### src/rtl/aes_pkg.sv
// Shared constants and FSM state type for the AES round controller.
package aes_pkg;
    localparam int NR = 10;
    localparam int RW = 4;

    typedef enum logic [1:0] {
        IDLE  = 2'd0,
        LOAD  = 2'd1,
        ROUND = 2'd2,
        DONE  = 2'd3
    } state_t;
endpackage

### src/rtl/aes_round_cnt.sv
// Round index counter: synchronous clear/increment, async reset, terminal compare.
module aes_round_cnt #(
    parameter int NR = 10,
    parameter int RW = 4
) (
    input  logic          clk,
    input  logic          rst,
    input  logic          clr,
    input  logic          inc,
    output logic [RW-1:0] round,
    output logic          at_nr
);

    always_ff @(posedge clk or posedge rst) begin
        if (rst) begin
            round <= '0;
        end else if (clr) begin
            round <= '0;
        end else if (inc) begin
            round <= round + 1'b1;
        end
    end

    always_comb begin
        at_nr = (round == RW'(NR));
    end

endmodule

### src/rtl/aes_round_ctrl.sv
// AES block controller: sequences LOAD, NR ROUND cycles and a DONE pulse; Moore outputs.
module aes_round_ctrl
    import aes_pkg::*;
#(
    parameter int NR = aes_pkg::NR,
    parameter int RW = aes_pkg::RW
) (
    input  logic          clk,
    input  logic          rst,
    input  logic          start,
    output logic          busy,
    output logic          sel,
    output logic          state_en,
    output logic          key_en,
    output logic [RW-1:0] round,
    output logic          last_round,
    output logic          done
);

    state_t state;
    logic   clr;
    logic   inc;
    logic   at_nr;

    always_comb begin
        clr = (state == ROUND) && at_nr;
        inc = (state == LOAD) || ((state == ROUND) && !at_nr);
    end

    aes_round_cnt #(
        .NR(NR),
        .RW(RW)
    ) u_cnt (
        .clk  (clk),
        .rst  (rst),
        .clr  (clr),
        .inc  (inc),
        .round(round),
        .at_nr(at_nr)
    );

    // Outputs are registered from the state being entered, so they line up with state/round.
    always_ff @(posedge clk or posedge rst) begin
        if (rst) begin
            state      <= IDLE;
            busy       <= 1'b0;
            sel        <= 1'b0;
            state_en   <= 1'b0;
            key_en     <= 1'b0;
            last_round <= 1'b0;
            done       <= 1'b0;
        end else begin
            busy       <= 1'b0;
            sel        <= 1'b0;
            state_en   <= 1'b0;
            key_en     <= 1'b0;
            last_round <= 1'b0;
            done       <= 1'b0;
            case (state)
                IDLE: begin
                    if (start) begin
                        state    <= LOAD;
                        busy     <= 1'b1;
                        state_en <= 1'b1;
                        key_en   <= 1'b1;
                    end
                end
                LOAD: begin
                    state      <= ROUND;
                    busy       <= 1'b1;
                    sel        <= 1'b1;
                    state_en   <= 1'b1;
                    key_en     <= 1'b1;
                    last_round <= (NR == 1);
                end
                ROUND: begin
                    if (at_nr) begin
                        state <= DONE;
                        done  <= 1'b1;
                    end else begin
                        busy       <= 1'b1;
                        sel        <= 1'b1;
                        state_en   <= 1'b1;
                        key_en     <= 1'b1;
                        last_round <= (round == RW'(NR - 1));
                    end
                end
                DONE: begin
                    state <= IDLE;
                end
                default: begin
                    state <= IDLE;
                end
            endcase
        end
    end

endmodule

### config.mk
export PLATFORM = sky130hd
export DESIGN_NAME = aes_round_ctrl
export DESIGN_NICKNAME = d
export VERILOG_FILES = /design/src/rtl/aes_pkg.sv /design/src/rtl/aes_round_cnt.sv /design/src/rtl/aes_round_ctrl.sv
export SDC_FILE = /design/constraint.sdc
export NUM_CORES = 1
export LEC_CHECK = 0
export CORE_MARGIN = 5
export CORE_UTILIZATION = 42
export CTS_CLUSTER_DIAMETER = 60
export CTS_CLUSTER_SIZE = 14
export DETAILED_ROUTE_END_ITERATION = 8
export GPL_TIMING_DRIVEN = 0
export HOLD_SLACK_MARGIN = 0.15
export PLACE_DENSITY = 0.72
export SYNTH_ARGS = -nofsm -noshare
export SYNTH_HDL_FRONTEND = slang
export SYNTH_SLANG_ARGS = --single-unit
### constraint.sdc
create_clock -name clk -period 1.4 [get_ports clk]
set_input_delay 0.35 -clock clk [delete_from_list [all_inputs] [get_ports clk]]
set_output_delay 0.35 -clock clk [all_outputs]
set_load 0.005 [all_outputs]
==> impl_metrics.py <==
metrics = {
    "sta": {
        "final-setup-viol-count": 1,
        "worstMarginPinSlew_ns": 0.3857,
        "maxSlewViolCount": 0,
        "relSlewSlack_pct": 74.26,
        "fin_crit_sh_pct": 100.1,
        "holdWs_ns": 0.3508,
        "finClkSkew_ns": 0.004578,
        "fmax_mhz": 713.8,
        "period_minus_slack_ns": 1.401,
        "hold_violations": 0,
        "setup_slack_ns": -0.0009960,
        "rsz0062_at_grt": "true",
    },
    "finish": {
        "post-route-util_pct": 67.65,
        "n_antenna_cell": 0,
        "layout-drive-gt1-share_pct": 46.75,
        "final_common_cell": "buf_4",
        "nets": 89,
        "layout_common_cells": "buf_4, dfrtp_1, dlygate4sd2_1",
        "syn_to_final_growth_pct": 54.50,
    },
    "routing": {
        "dr.pass1.iters": 3,
        "met1_length_um": 560,
        "drtIter0Drc": 4,
        "avgRoutedWirePerCell_um": 14.01,
        "via_per_inst": 5.087,
        "via_count": 468,
        "routed.top_layer": "met4",
        "drc": 0,
        "dr_wl_met3_um": 79,
        "detail-route-antenna-nets": 0,
        "met2_length_um": 631,
        "wl_mm": 1.289,
    },
    "yosys": {
        "yosysSeqAreaShare_pct": 45.05,
        "syn_inst": 49,
        "synth_seq_cells": 10,
        "synth.distinct_cells": 22,
        "syn-num-nets": 60,
        "syn_area_per_cell_um2": 11.34,
        "synth_area_um2": 555.5,
        "synth.yosys.warnings": 0,
    },
    "worst_setup_path": {
        "end_kind": "register",
        "arrival_ns": 1.56,
        "cp_max_fo": 3,
        "r2r_cells": 5,
        "critPathLaunchType": "register",
        "worstPathRequired_ns": 1.56,
        "critPathKind": "reg2reg",
    },
    "die": {
        "ios": 13,
        "core_mm2": 0.001269,
        "chipWidth_um": 46.37,
        "start_util_pct": 43.79,
        "die_h_um": 46.37,
        "dieArea_mm2": 0.002150,
        "row_count": 13,
    },
    "grt": {
        "grt_max_degree": 11,
        "grt_pass1_wl_mm": 1.904,
        "antenna_found_initial": 0,
        "grt_pass1_vias": 450,
        "grt_overflow_total": 0,
        "grtUsageTotal_pct": 13.47,
    },
    "power": {
        "power_mw": 2.078,
        "power-per-cell-area_mw_per_mm2": 2420,
        "leakage_nw": 0.4379,
        "ir_worst_vdd_v": 0.0009887,
    },
    "clock_tree": {
        "root_buffer": "clkbuf_4",
        "clock_latency_ns": 0.28,
        "cts_max_level": 1,
        "clk_path_buf_depth": 2,
        "cts_made_buffers": 3,
        "clk_pin_slew_worst_paths_ns": 0.07,
        "cts_num_sinks": 10,
        "cts-hold-fix-buffers": 0,
        "cts_tree": "yes",
    },
    "placement": {
        "portBuffers": 12,
        "gp_congestion": 0.7417,
        "dp_hpwl_um": 737.4,
    },
    "flow_run": {
        "drv_cap": 0,
    },
    "run_status": {
        "violations": "setup timing",
        "outcome": "finished with violations",
    },
    "min_path": {
        "hold_class": "in2async",
    },
}
worst paths after layout:
check	start	endpoint	slack, ns
setup / recovery	u_cnt.round[0]$_DFFE_PP0P_	state[1]$_DFFE_PP0P_	-0.001
hold / removal	rst	key_en$_DFF_PP0_	0.35
setup reg to reg	u_cnt.round[0]$_DFFE_PP0P_	state[1]$_DFFE_PP0P_	-0.001
hold reg to reg	state[1]$_DFFE_PP0P_	state[1]$_DFFE_PP0P_	0.61
max in group asynchronous	rst	state[1]$_DFFE_PP0P_	0.75
min in group clk	state[1]$_DFFE_PP0P_	state[1]$_DFFE_PP0P_	0.61
registers in the layout, summed over array words and instances (netlist names):
| register | cells |
|---|---|
| last_round | 1 |
| key_en | 1 |
| done | 1 |
| sel | 1 |
| u_cnt.round | 4 |
| state | 2 |
stage by stage:
| step | instance area (um^2) | setup WS [ns] | setup TNS (ns) | cells |
|---|---|---|---|---|
| CTS | 809.5 | 0.008323 | 0 | 88 |
| global placement | 709.4 | -0.1371 | -0.2296 | 76 |
| detailed placement | 709.4 | -0.1442 | -0.2795 | 76 |
| finish | 858.3 | -0.0009960 | -0.0009960 | 92 |
| floorplan | 570.5 | -0.01934 | -0.02535 | 49 |
| global route | 858.3 | -0.04203 | -0.09940 | 92 |
power by group:
group	switching [mW]	internal, mW	total, mW	leakage [nW]
logic	0.538	0.748	1.29	0.293
clock network	0.114	0.158	0.272	0.0210
registers	0.0981	0.422	0.520	0.124
kinds of logic after synthesis:
group / Yosys count / share of synthesized area, %
muxes: 1 / 2.027
and+or+nand+nor: 13 / 15.54
DFF: 10 / 45.05
buffers and inverters: 8 / 8.108
AOI/OAI and AO/OA: 9 / 11.26
adders and majority gates: 8 / 18.02
area by class of cell:
type / instances / area (um^2)
Buffer: 2 / 15.01
Clock buffer: 4 / 36.28
Fill cell: 103 / 410.4
Inverter: 5 / 18.77
Multi-Input combinational cell: 31 / 314.1
Sequential cell: 10 / 252.7
Tap cell: 15 / 18.77
Timing Repair Buffer: 25 / 202.7
worst max-delay path, stage by stage, from the launching register on:
cell,delay (ns)
dfrtp_2,0.42
inv_2,0.08
ha_4,0.13
nand3b_1,0.11
a21oi_2,0.23
mux2_4,0.32
cell usage after synthesis:
cell | number | area share (%)
dfrtp_1 | 10 | 45
ha_1 | 8 | 18
inv_1 | 5 | 3.4
a21oi_1 | 3 | 2.7
nor2b_1 | 3 | 3.4
buf_4 | 2 | 2.7
nand2_1 | 2 | 1.4
nand3b_1 | 2 | 2.7
a21o_2 | 1 | 1.6
a22o_1 | 1 | 1.6
and3_2 | 1 | 1.4
and4b_1 | 1 | 1.8
buf_6 | 1 | 2.0
mux2_2 | 1 | 2.0
nand2b_1 | 1 | 1.1
nor3_1 | 1 | 0.90
nor3b_1 | 1 | 1.4
o21ai_1 | 1 | 0.90
o21ai_2 | 1 | 1.6
o22ai_1 | 1 | 1.1
o32a_1 | 1 | 1.8
or3b_1 | 1 | 1.6
what timing repair did:
action	4_1_cts	5_1_grt
gates resized for setup	21	4
endpoints found under the setup margin	14	4
buffers inserted	10	5
pin swaps	6	4
hold endpoints to repair	0	0
per-layer routing:
layer  vias to the layer above  global-route usage [%]
li1                        222                       -
met1                       228                   13.44
met2                        14                   21.70
met3                         4                   5.078
met4                         0                   11.36
met5                         -                       0
Power figures use the tool's default switching activity.
